**src/rtl/mmio_perf_counters_pkg.sv**
```systemverilog
// Purpose: address map and offset decode shared by the perf counter unit and the CPU decoder.
// Latency: n/a (constants and a combinational helper).
// Backpressure: n/a.
package mmio_perf_counters_pkg;

  localparam logic [3:0]  MMIO_REGION      = 4'h8;
  localparam logic [31:0] MMIO_CYCLE_OFS   = 32'h0000_0010;
  localparam logic [31:0] MMIO_INSTRET_OFS = 32'h0000_0014;
  localparam logic [31:0] MMIO_RST_OFS     = 32'h0000_0018;
  localparam logic [31:0] MMIO_BR_TOT_OFS  = 32'h0000_001C;
  localparam logic [31:0] MMIO_BR_OK_OFS   = 32'h0000_0020;

  typedef enum logic [2:0] {
    SEL_NONE,
    SEL_CYCLE,
    SEL_INSTRET,
    SEL_RST,
    SEL_BR_TOT,
    SEL_BR_OK
  } mmio_sel_e;

  // Byte offset to register select; the low two address bits are dropped so
  // misaligned accesses land on the containing word.
  function automatic mmio_sel_e decode_ofs(input logic [31:0] ofs);
    logic [31:0] ofs_al;
    ofs_al = ofs & 32'hFFFF_FFFC;
    case (ofs_al)
      MMIO_CYCLE_OFS:   decode_ofs = SEL_CYCLE;
      MMIO_INSTRET_OFS: decode_ofs = SEL_INSTRET;
      MMIO_RST_OFS:     decode_ofs = SEL_RST;
      MMIO_BR_TOT_OFS:  decode_ofs = SEL_BR_TOT;
      MMIO_BR_OK_OFS:   decode_ofs = SEL_BR_OK;
      default:          decode_ofs = SEL_NONE;
    endcase
  endfunction

endpackage

```
**src/rtl/mmio_perf_counters_perf_cntr.sv**
```systemverilog
// Purpose: single wrapping event counter with synchronous clear.
// Latency: count visible one cycle after the enabling event.
// Backpressure: none; accepts an increment every cycle.
module perf_cntr #(
  parameter int CNTR_W = 32
) (
  input  logic              clk,
  input  logic              rst,
  input  logic              clr,
  input  logic              inc,
  output logic [CNTR_W-1:0] cnt
);

  // Clear beats increment so a clear cycle drops that cycle's event; wraps naturally.
  always_ff @(posedge clk or negedge rst) begin
    if (!rst) begin
      cnt <= '0;
    end else if (clr) begin
      cnt <= '0;
    end else if (inc) begin
      cnt <= cnt + CNTR_W'(1);
    end
  end

endmodule

```
**src/rtl/mmio_perf_counters.sv**
```systemverilog
// Purpose: MMIO perf counters (cycles, retired insts, branches, correct branches) beside DMem.
// Latency: load data and hit flag registered, valid the cycle after mmio_ren.
// Backpressure: none; every load/store completes in one cycle.
module mmio_perf_counters
  import mmio_perf_counters_pkg::*;
#(
  parameter logic [31:0] BASE_ADDR = 32'h8000_0000,
  parameter int          CNTR_W    = 32
) (
  input  logic        clk,
  input  logic        rst,
  input  logic [31:0] mmio_addr,
  input  logic        mmio_ren,
  input  logic        mmio_wen,
  input  logic [3:0]  mmio_wmask,
  input  logic        inst_retire,
  input  logic        br_resolve,
  input  logic        br_correct,
  output logic [31:0] mmio_rdata,
  output logic        mmio_hit
);

  // Bits of a counter that fit on the 32-bit read bus.
  localparam int RW = (CNTR_W < 32) ? CNTR_W : 32;

  logic [31:0]       ofs;
  logic              region_hit;
  mmio_sel_e         sel;
  logic              clr;
  logic [31:0]       rd_nxt;
  logic [CNTR_W-1:0] cycle_cnt;
  logic [CNTR_W-1:0] instret_cnt;
  logic [CNTR_W-1:0] br_tot_cnt;
  logic [CNTR_W-1:0] br_ok_cnt;

  assign ofs        = mmio_addr - BASE_ADDR;
  assign region_hit = (mmio_addr[31:28] == BASE_ADDR[31:28]);
  assign sel        = region_hit ? decode_ofs(ofs) : SEL_NONE;
  // Any enabled byte lane of a store to the reset word clears everything.
  assign clr        = mmio_wen && (sel == SEL_RST) && (|mmio_wmask);

  perf_cntr #(.CNTR_W(CNTR_W)) u_cycle (
    .clk(clk), .rst(rst), .clr(clr), .inc(1'b1),                    .cnt(cycle_cnt)
  );
  perf_cntr #(.CNTR_W(CNTR_W)) u_instret (
    .clk(clk), .rst(rst), .clr(clr), .inc(inst_retire),             .cnt(instret_cnt)
  );
  perf_cntr #(.CNTR_W(CNTR_W)) u_br_tot (
    .clk(clk), .rst(rst), .clr(clr), .inc(br_resolve),              .cnt(br_tot_cnt)
  );
  perf_cntr #(.CNTR_W(CNTR_W)) u_br_ok (
    .clk(clk), .rst(rst), .clr(clr), .inc(br_resolve && br_correct), .cnt(br_ok_cnt)
  );

  // Read mux on pre-edge counter values, so a read alongside a clear sees the old count.
  always_comb begin
    rd_nxt = '0;
    case (sel)
      SEL_CYCLE:   rd_nxt[RW-1:0] = cycle_cnt[RW-1:0];
      SEL_INSTRET: rd_nxt[RW-1:0] = instret_cnt[RW-1:0];
      SEL_BR_TOT:  rd_nxt[RW-1:0] = br_tot_cnt[RW-1:0];
      SEL_BR_OK:   rd_nxt[RW-1:0] = br_ok_cnt[RW-1:0];
      default:     rd_nxt = '0;
    endcase
  end

  // Registered load return; data holds between loads, hit reflects only the previous cycle.
  always_ff @(posedge clk or negedge rst) begin
    if (!rst) begin
      mmio_rdata <= '0;
      mmio_hit   <= 1'b0;
    end else begin
      mmio_hit <= mmio_ren && (sel != SEL_NONE);
      if (mmio_ren) begin
        mmio_rdata <= rd_nxt;
      end
    end
  end

endmodule

```
**config.mk**
```make
export PLATFORM = sky130hd
export DESIGN_NAME = mmio_perf_counters
export DESIGN_NICKNAME = d
export VERILOG_FILES = /design/src/rtl/mmio_perf_counters_pkg.sv /design/src/rtl/mmio_perf_counters_perf_cntr.sv /design/src/rtl/mmio_perf_counters.sv
export SDC_FILE = /design/constraint.sdc
export NUM_CORES = 1
export LEC_CHECK = 0
export BUFFER_PORTS_ARGS = -buffer_cell sky130_fd_sc_hd__clkbuf_2
export CAP_MARGIN = 5
export CORE_ASPECT_RATIO = 1.1
export CORE_MARGIN = 2
export CORE_UTILIZATION = 61
export CTS_BUF_LIST = sky130_fd_sc_hd__clkbuf_16
export CTS_CLUSTER_SIZE = 14
export DETAILED_ROUTE_END_ITERATION = 16
export GPL_TIMING_DRIVEN = 0
export PLACE_DENSITY = 0.81
export SYNTH_ARGS = -nofsm -noshare
export SYNTH_HDL_FRONTEND = slang
export SYNTH_HIERARCHICAL = 1
export SYNTH_SLANG_ARGS = --single-unit
```
**constraint.sdc**
```tcl
create_clock -name clk -period 2.3 [get_ports clk]
set_clock_uncertainty 0.15 [all_clocks]
set_input_delay 0.115 -clock clk [delete_from_list [all_inputs] [get_ports clk]]
set_output_delay 0.115 -clock clk [all_outputs]
set_load 0.1 [all_outputs]
```
==> out/qor.yml, run 1 <==
root_buffer: "clkbuf_16"
drt.antenna.violating_nets: 0
die_h_um: 132
crit_arrival_ns: 2.62
yosysWarnings: 6
fmax_ghz: 0.407
start_util_pct: 62.9
slew_headroom_pct: 44.2
p_leak_nw: 4.49
fillers: 940
fin_crit_sh_pct: 107
vias: 8436
power_density_mw_per_mm2: 617
via_per_inst: 6.65
min_period_ns: 2.45
setup_tns_ns: -2.23
core_area_mm2: 0.0145
grt_max_degree: 87
clk_path_buf_depth: 2
ys.flop_type: "dfrtp_1"
tritoncts: "built"
syn_area_mm2: 0.00912
tightest_slew_ns: 0.830
hold_violations: 0
gr-total-overflow: 0
drc: 0
status: "complete, but fails checks"
synth-seq-cells: 161
violations: "setup timing"
gp_congestion: 0.889
critPathMaxStageDelay_ns: 0.51
cts_buffers: 17
cts.sinks: 161
synth_seq_area_share_pct: 44.2
final_util_pct: 78.1
setup_viol: 30
antenna_found_initial: 0
first_pass_iters: 7
worstSkewPairLatency_ns: 0.44
dp_hpwl_um: 17600
place_ws_ns: -0.828
rsz0062_at_grt: "yes"
hp-class: "in -> reg"
async_flop_share_pct: 100
syn_area_per_cell_um2: 9.67
cpLargestDelayFamily: "simple AND/OR/NAND/NOR gates"
wirelength_um: 27500
layout-drive-gt1-share_pct: 28.7
crit_path_cell_trace: "nand4_1 -> or4_1 -> clkbuf_2 -> clkbuf_4 -> o31ai_1 -> a21oi_2"
fin_nets: 1114
critPathCaptureType: "flop"
critPathBufInv: 2
fin_ws_ns: -0.154
synth.distinct_cells: 44
grt_first_pass_wirelength_um: 41000
cts-htree-levels: 4
wl_per_cell_um: 21.7
slew_viol_final: 0
drt_iter0_drc: 673
rows: 46
slowest_stage: "or4_1"
syn2layout_area_growth_pct: 24.3
syn_inst: 943
cap_violations: 0
start_kind: "flop"
syn-num-nets: 990
clkTransAtPathRegs_ns: 0.06
path_class: "reg -> reg"
antennaDiodeCount: 0
io_pins: 76
die_x_um: 121
grt_pass1_vias: 8047
ir_drop_mv: 0.719
grt_use_total_pct: 32.5
die_area_mm2: 0.0159
synth_edf_count: 0
crit_path_max_fanout: 10
portBuffers: 71
required_ns: 2.47
==> cell usage in the layout (no fill, tap or decap), types with 18 or more instances in the layout <==
cell type / synthesis / routed
o21ai_0: 35 / 22
clkbuf_2: 4 / 73
a21oi_2: 0 / 29
mux2i_1: 36 / 36
a22o_1: 31 / 31
dfrtp_1: 161 / 145
nor2_1: 81 / 81
clkbuf_16: 0 / 18
o2bb2ai_1: 20 / 20
or4_1: 52 / 31
inv_1: 25 / 28
or4_4: 0 / 21
nand3_1: 25 / 24
a21oi_1: 80 / 51
xnor2_1: 28 / 26
buf_4: 8 / 32
o21ai_1: 29 / 36
nand4_1: 21 / 21
nand2_1: 53 / 53
o31ai_1: 49 / 25
clkbuf_1: 33 / 22
or3_1: 36 / 27
==> sequential cells by signal (all words and copies together) (netlist names) <==
| name | cells |
|---|---|
| u_br_tot/cnt | 32 |
| u_br_ok/cnt | 32 |
| u_instret/cnt | 32 |
| mmio_hit | 1 |
| mmio_rdata | 32 |
| u_cycle/cnt | 32 |
==> metrics by stage <==
step | instance area [um^2] | hold slack [ns] | std cells | power, mW
6_report | 11300 | 0.0858 | 1269 | 6.99
3_3_place_gp | 9850 | 0.293 | 1206 | 4.28
2_1_floorplan | 9260 | -0.331 | 943 | 4.00
3_5_place_dp | 9890 | 0.0197 | 1207 | 4.34
4_1_cts | 10700 | 0.0601 | 1253 | 6.89
5_1_grt | 11300 | 0.0972 | 1269 | 7.26
==> cell usage after synthesis, types with 16 or more instances <==
master,number,area [um^2]
dfrtp_1,161,4030
nor2_1,81,304
a21oi_1,80,400
nand2_1,53,199
or4_1,52,390
o31ai_1,49,368
mux2i_1,36,360
or3_1,36,225
o21ai_0,35,175
clkbuf_1,33,124
a22o_1,31,272
o21ai_1,29,145
xnor2_1,28,245
inv_1,25,93.8
nand3_1,25,125
nor4_1,22,138
nand4_1,21,131
o2bb2ai_1,20,175
and4_1,16,140
xor2_1,16,140
==> worst reg2reg max path: cells and delay by family, from the launching register on <==
| kind | cells | cell delay, ns |
|---|---|---|
| AO/OA/AOI/OAI | 2 | 0.48 |
| AND/OR/NAND/NOR | 2 | 0.73 |
| flip-flops | 1 | 0.46 |
| buffers and inverters | 2 | 0.51 |
==> path summary, 6_finish.rpt <==
check,cells after the start,slack [ns],from,end
hold / removal,6,0.09,mmio_addr[8],mmio_hit$_DFF_PN0_
max in group asynchronous,3,1.05,rst,u_br_ok/cnt[12]$_DFFE_PN0P_
min in group asynchronous,2,0.10,rst,u_br_tot/cnt[7]$_DFFE_PN0P_
setup reg to reg,6,-0.15,u_instret/cnt[17]$_DFFE_PN0P_,u_instret/cnt[23]$_DFFE_PN0P_
setup / recovery,6,-0.15,u_instret/cnt[17]$_DFFE_PN0P_,u_instret/cnt[23]$_DFFE_PN0P_
hold reg to reg,1,0.34,mmio_rdata[12]$_DFFE_PN0P_,mmio_rdata[12]$_DFFE_PN0P_
==> per-layer routing <==
metal	wire [um]	global-route usage [%]
met5	21	0
met4	1000	12.1
met3	1660	5.84
met2	13900	54.6
met1	10900	42.1
==> repair_timing <==
item / 4_1_cts / 5_1_grt
setup endpoints to repair: 63 / 73
hold endpoints to repair: 81 / 0
resized for setup: 35 / 132
pin swaps: 10 / 18
buffers inserted: 16 / 13
gates cloned: 0 / 3
hold buffers: 5 / 0
==> power by group <==
part           internal, mW  switching [mW]
clock network          1.43            1.10
registers              3.07           0.444
logic                 0.428           0.511
==> area by class of cell <==
type / instances / area (um^2) / share of cell area (%)
well taps: 192 / 240 / 2.12
multi-input cells: 688 / 5250 / 46.4
clock buffers: 17 / 425 / 3.75
clock inverters: 12 / 81.3 / 0.718
repair buffers: 108 / 713 / 6.29
plain buffers: 66 / 475 / 4.20
inverters: 25 / 93.8 / 0.828
flip-flops and latches: 161 / 4050 / 35.7
==> logic make-up after synthesis <==
group | after synthesis | share of synthesized area [%]
muxes | 36 | 3.95
adders and majority gates | 4 | 0.549
other | 1 | 0.0411
and+or+nand+nor | 332 | 21.1
xor gates and xnor gates | 44 | 4.23
buffers and inverters | 95 | 5.06
DFF | 161 | 44.2
AOI/OAI and AO/OA | 270 | 20.8
Power figures use the tool's default switching activity.
==> inputs of run 2 (changes only) <==
--- a/config.mk
+++ b/config.mk
@@ -15,6 +15,7 @@
 export DETAILED_ROUTE_END_ITERATION = 16
 export GPL_TIMING_DRIVEN = 0
 export PLACE_DENSITY = 0.81
+export REMOVE_ABC_BUFFERS = 1
 export SYNTH_ARGS = -nofsm -noshare
 export SYNTH_HDL_FRONTEND = slang
 export SYNTH_HIERARCHICAL = 1
==> run 2 against run 1 <==
Net effect: routed wire length shrank 2.8%; die area is the same; the flow still finishes with violations (setup timing); core utilization shrank 0.15 points; critical path type is now in -> reg.
==> out/qor.yml, run 2 (synthesized netlist as in run 1, its figures left out) <==
critPathCaptureType: "flop"
p_leak_nw: 4.56  # +1.5%
drt.antenna.violating_nets: 0  # unchanged
violations: "setup timing"
min_period_ns: 2.59  # +0.140 ns
clkTransAtPathRegs_ns: 0.06  # about the same
syn2layout_area_growth_pct: 24.1
wirelength_um: 26700  # -2.8%
setup_tns_ns: -8.40  # -6.17 ns
r2r-end: "u_br_tot/cnt[31]$_DFFE_PN0P_"
portBuffers: 73  # +2.8%
cts_buffers: 17  # unchanged
vias: 8465  # +0.34%
gp_congestion: 0.819  # -7.9%
required_ns: 2.49  # +0.02 ns
hold_ws_ns: 0.0977  # +0.0118 ns
multi_input_comb_area_mm2: 0.00526  # about the same
r2r-start: "u_br_tot/cnt[11]$_DFFE_PN0P_"
fmax_ghz: 0.386  # -5.4%
critPathMaxStageDelay_ns: 0.51  # about the same
placed_cell_area_mm2: 0.00955  # -3.4%
first_pass_iters: 5  # -2
mostFrequentLayoutCell: "dfrtp_1"
root_buffer: "clkbuf_16"
hp-class: "in -> reg"
start_util_pct: 62.9  # unchanged
fin_crit_sh_pct: 113  # +6.1 points
gr-total-overflow: 0  # unchanged
grt_first_pass_wirelength_um: 40600  # -1.1%
grt_pass1_vias: 8033  # -0.17%
power_density_mw_per_mm2: 625  # +1.2%
cap_violations: 0  # unchanged
start_kind: "input port"
cpLargestDelayFamily: "simple AND/OR/NAND/NOR gates"
layout-drive-gt1-share_pct: 29.5  # +0.78 points
final_util_pct: 78.0  # -0.15 points
dp_hpwl_um: 14600  # -17%
layout.cells.non_filler: 1254  # -1.2%
status: "complete, but fails checks"
tightest_slew_ns: 1.31  # +0.476 ns
crit_path_cell_trace: "clkbuf_2 -> nor4_4 -> nand4_1 -> nor4_4 -> buf_6 -> buf_6 -> o2111ai_4 -> or3_4 -> or4_4 -> a21oi_2"
die_h_um: 132  # unchanged
core_area_mm2: 0.0145  # unchanged
worstSkewPairLatency_ns: 0.43  # about the same
crit_path_max_fanout: 7  # -3
grt_max_degree: 82  # -5.7%
drc: 0  # unchanged
fin_nets: 1098  # -1.4%
slowest_stage: "or4_4"
critPathBufInv: 3  # +1
use_met1_pct: 42.4  # +0.31 points
rows: 46  # unchanged
power_mw: 7.06  # +1.1%
hold_violations: 0  # unchanged
gr-max-usage-layer: "met2"
wl_per_cell_um: 21.3  # -1.7%
fin_ws_ns: -0.294  # -0.140 ns
clk_path_buf_depth: 2  # unchanged
io_pins: 76  # unchanged
path_class: "in -> reg"
drt_iter0_drc: 1080  # +60%
die_area_mm2: 0.0159  # unchanged
ir_drop_mv: 0.639  # -11%
slew_viol_final: 0  # unchanged
cts.sinks: 161  # unchanged
seqCellArea_mm2: 0.00403  # -0.43%
tritoncts: "built"
cp.depth: 10  # +4
via_per_inst: 6.75  # +1.5%
fillers: 953  # +1.4%
antenna_found_initial: 0  # unchanged
critPathLaunch: "mmio_addr[13]"
r2r_setup_slack_ns: -0.05  # +0.10 ns
dp_cells: 1157  # -4.1%
grt_use_total_pct: 32.1  # -0.44 points
rsz0062_at_grt: "yes"
r2r_cells: 4  # -2
die_x_um: 121  # unchanged
most-common-layout-cells: "159 x dfrtp_1, 81 x nor2_1, 69 x clkbuf_2, 53 x nand2_1, 49 x buf_4"
place_ws_ns: -2.94  # -2.12 ns
use_met3_pct: 6.62  # +0.78 points
slew_headroom_pct: 12.8  # -31 points
cts-htree-levels: 4  # unchanged
antennaDiodeCount: 0  # unchanged
use_met2_pct: 52.3  # -2.3 points
finalInstanceArea_mm2: 0.0113  # -0.19%
setup_viol: 54  # +80%
crit_arrival_ns: 2.78  # +0.16 ns
crit_end: "u_br_tot/cnt[23]$_DFFE_PN0P_"
## run 2: worst min-delay path, delay by kind of cell
kind                   cells  cell delay [ns]
XOR/XNOR                   1             0.18
AND/OR/NAND/NOR            2             0.27
buffers and inverters      1             0.07
## run 2: how the worst min path moves through the flow
| stage | slack [ns] | endpoint | startpoint | cells after the start |
|---|---|---|---|---|
| after global routing | 0.14 | mmio_hit$_DFF_PN0_ | mmio_addr[8] | 6 |
| after global placement | 0.31 | mmio_hit$_DFF_PN0_ | mmio_addr[17] | 4 |
| after CTS | 0.09 | u_br_ok/cnt[0]$_DFFE_PN0P_ | br_correct | 4 |
| after floorplan | -0.33 | mmio_hit$_DFF_PN0_ | rst | 0 |
| after detailed placement | 0.05 | u_instret/cnt[27]$_DFFE_PN0P_ | rst | 1 |
| final | 0.1 | u_br_ok/cnt[0]$_DFFE_PN0P_ | br_correct | 4 |
## run 2: layer usage
layer	vias to the layer above	wire, um	part of all wire (%)
li1	3787	-	-
met1	4171	10600	40
met2	435	13300	50
met3	72	2110	7.9
met4	0	792	3.0
met5	-	0	0
## run 2: what timing repair did
item,in CTS,in global routing
endpoints found under the hold margin,87,0
pin swaps,94,40
setup buffers,56,14
endpoints found under the setup margin,160,83
gates cloned,4,1
resized for setup,81,104
hold buffers,4,0
## run 2: area by class of cell
type                       instances  share of cell area (%)
timing repair buffer             154                    10.2
sequential                       161                    35.6
multi-input combinational        692                    46.5
inverter                          25                   0.830
tap                              192                    2.12
clock buffer                      17                    3.76
clock inverter                    13                   0.940
## run 2: power breakdown
group | total [mW] | internal, mW | switching (mW)
clock | 2.65 | 1.55 | 1.10
sequential | 3.49 | 3.06 | 0.428
combinational | 0.925 | 0.431 | 0.494
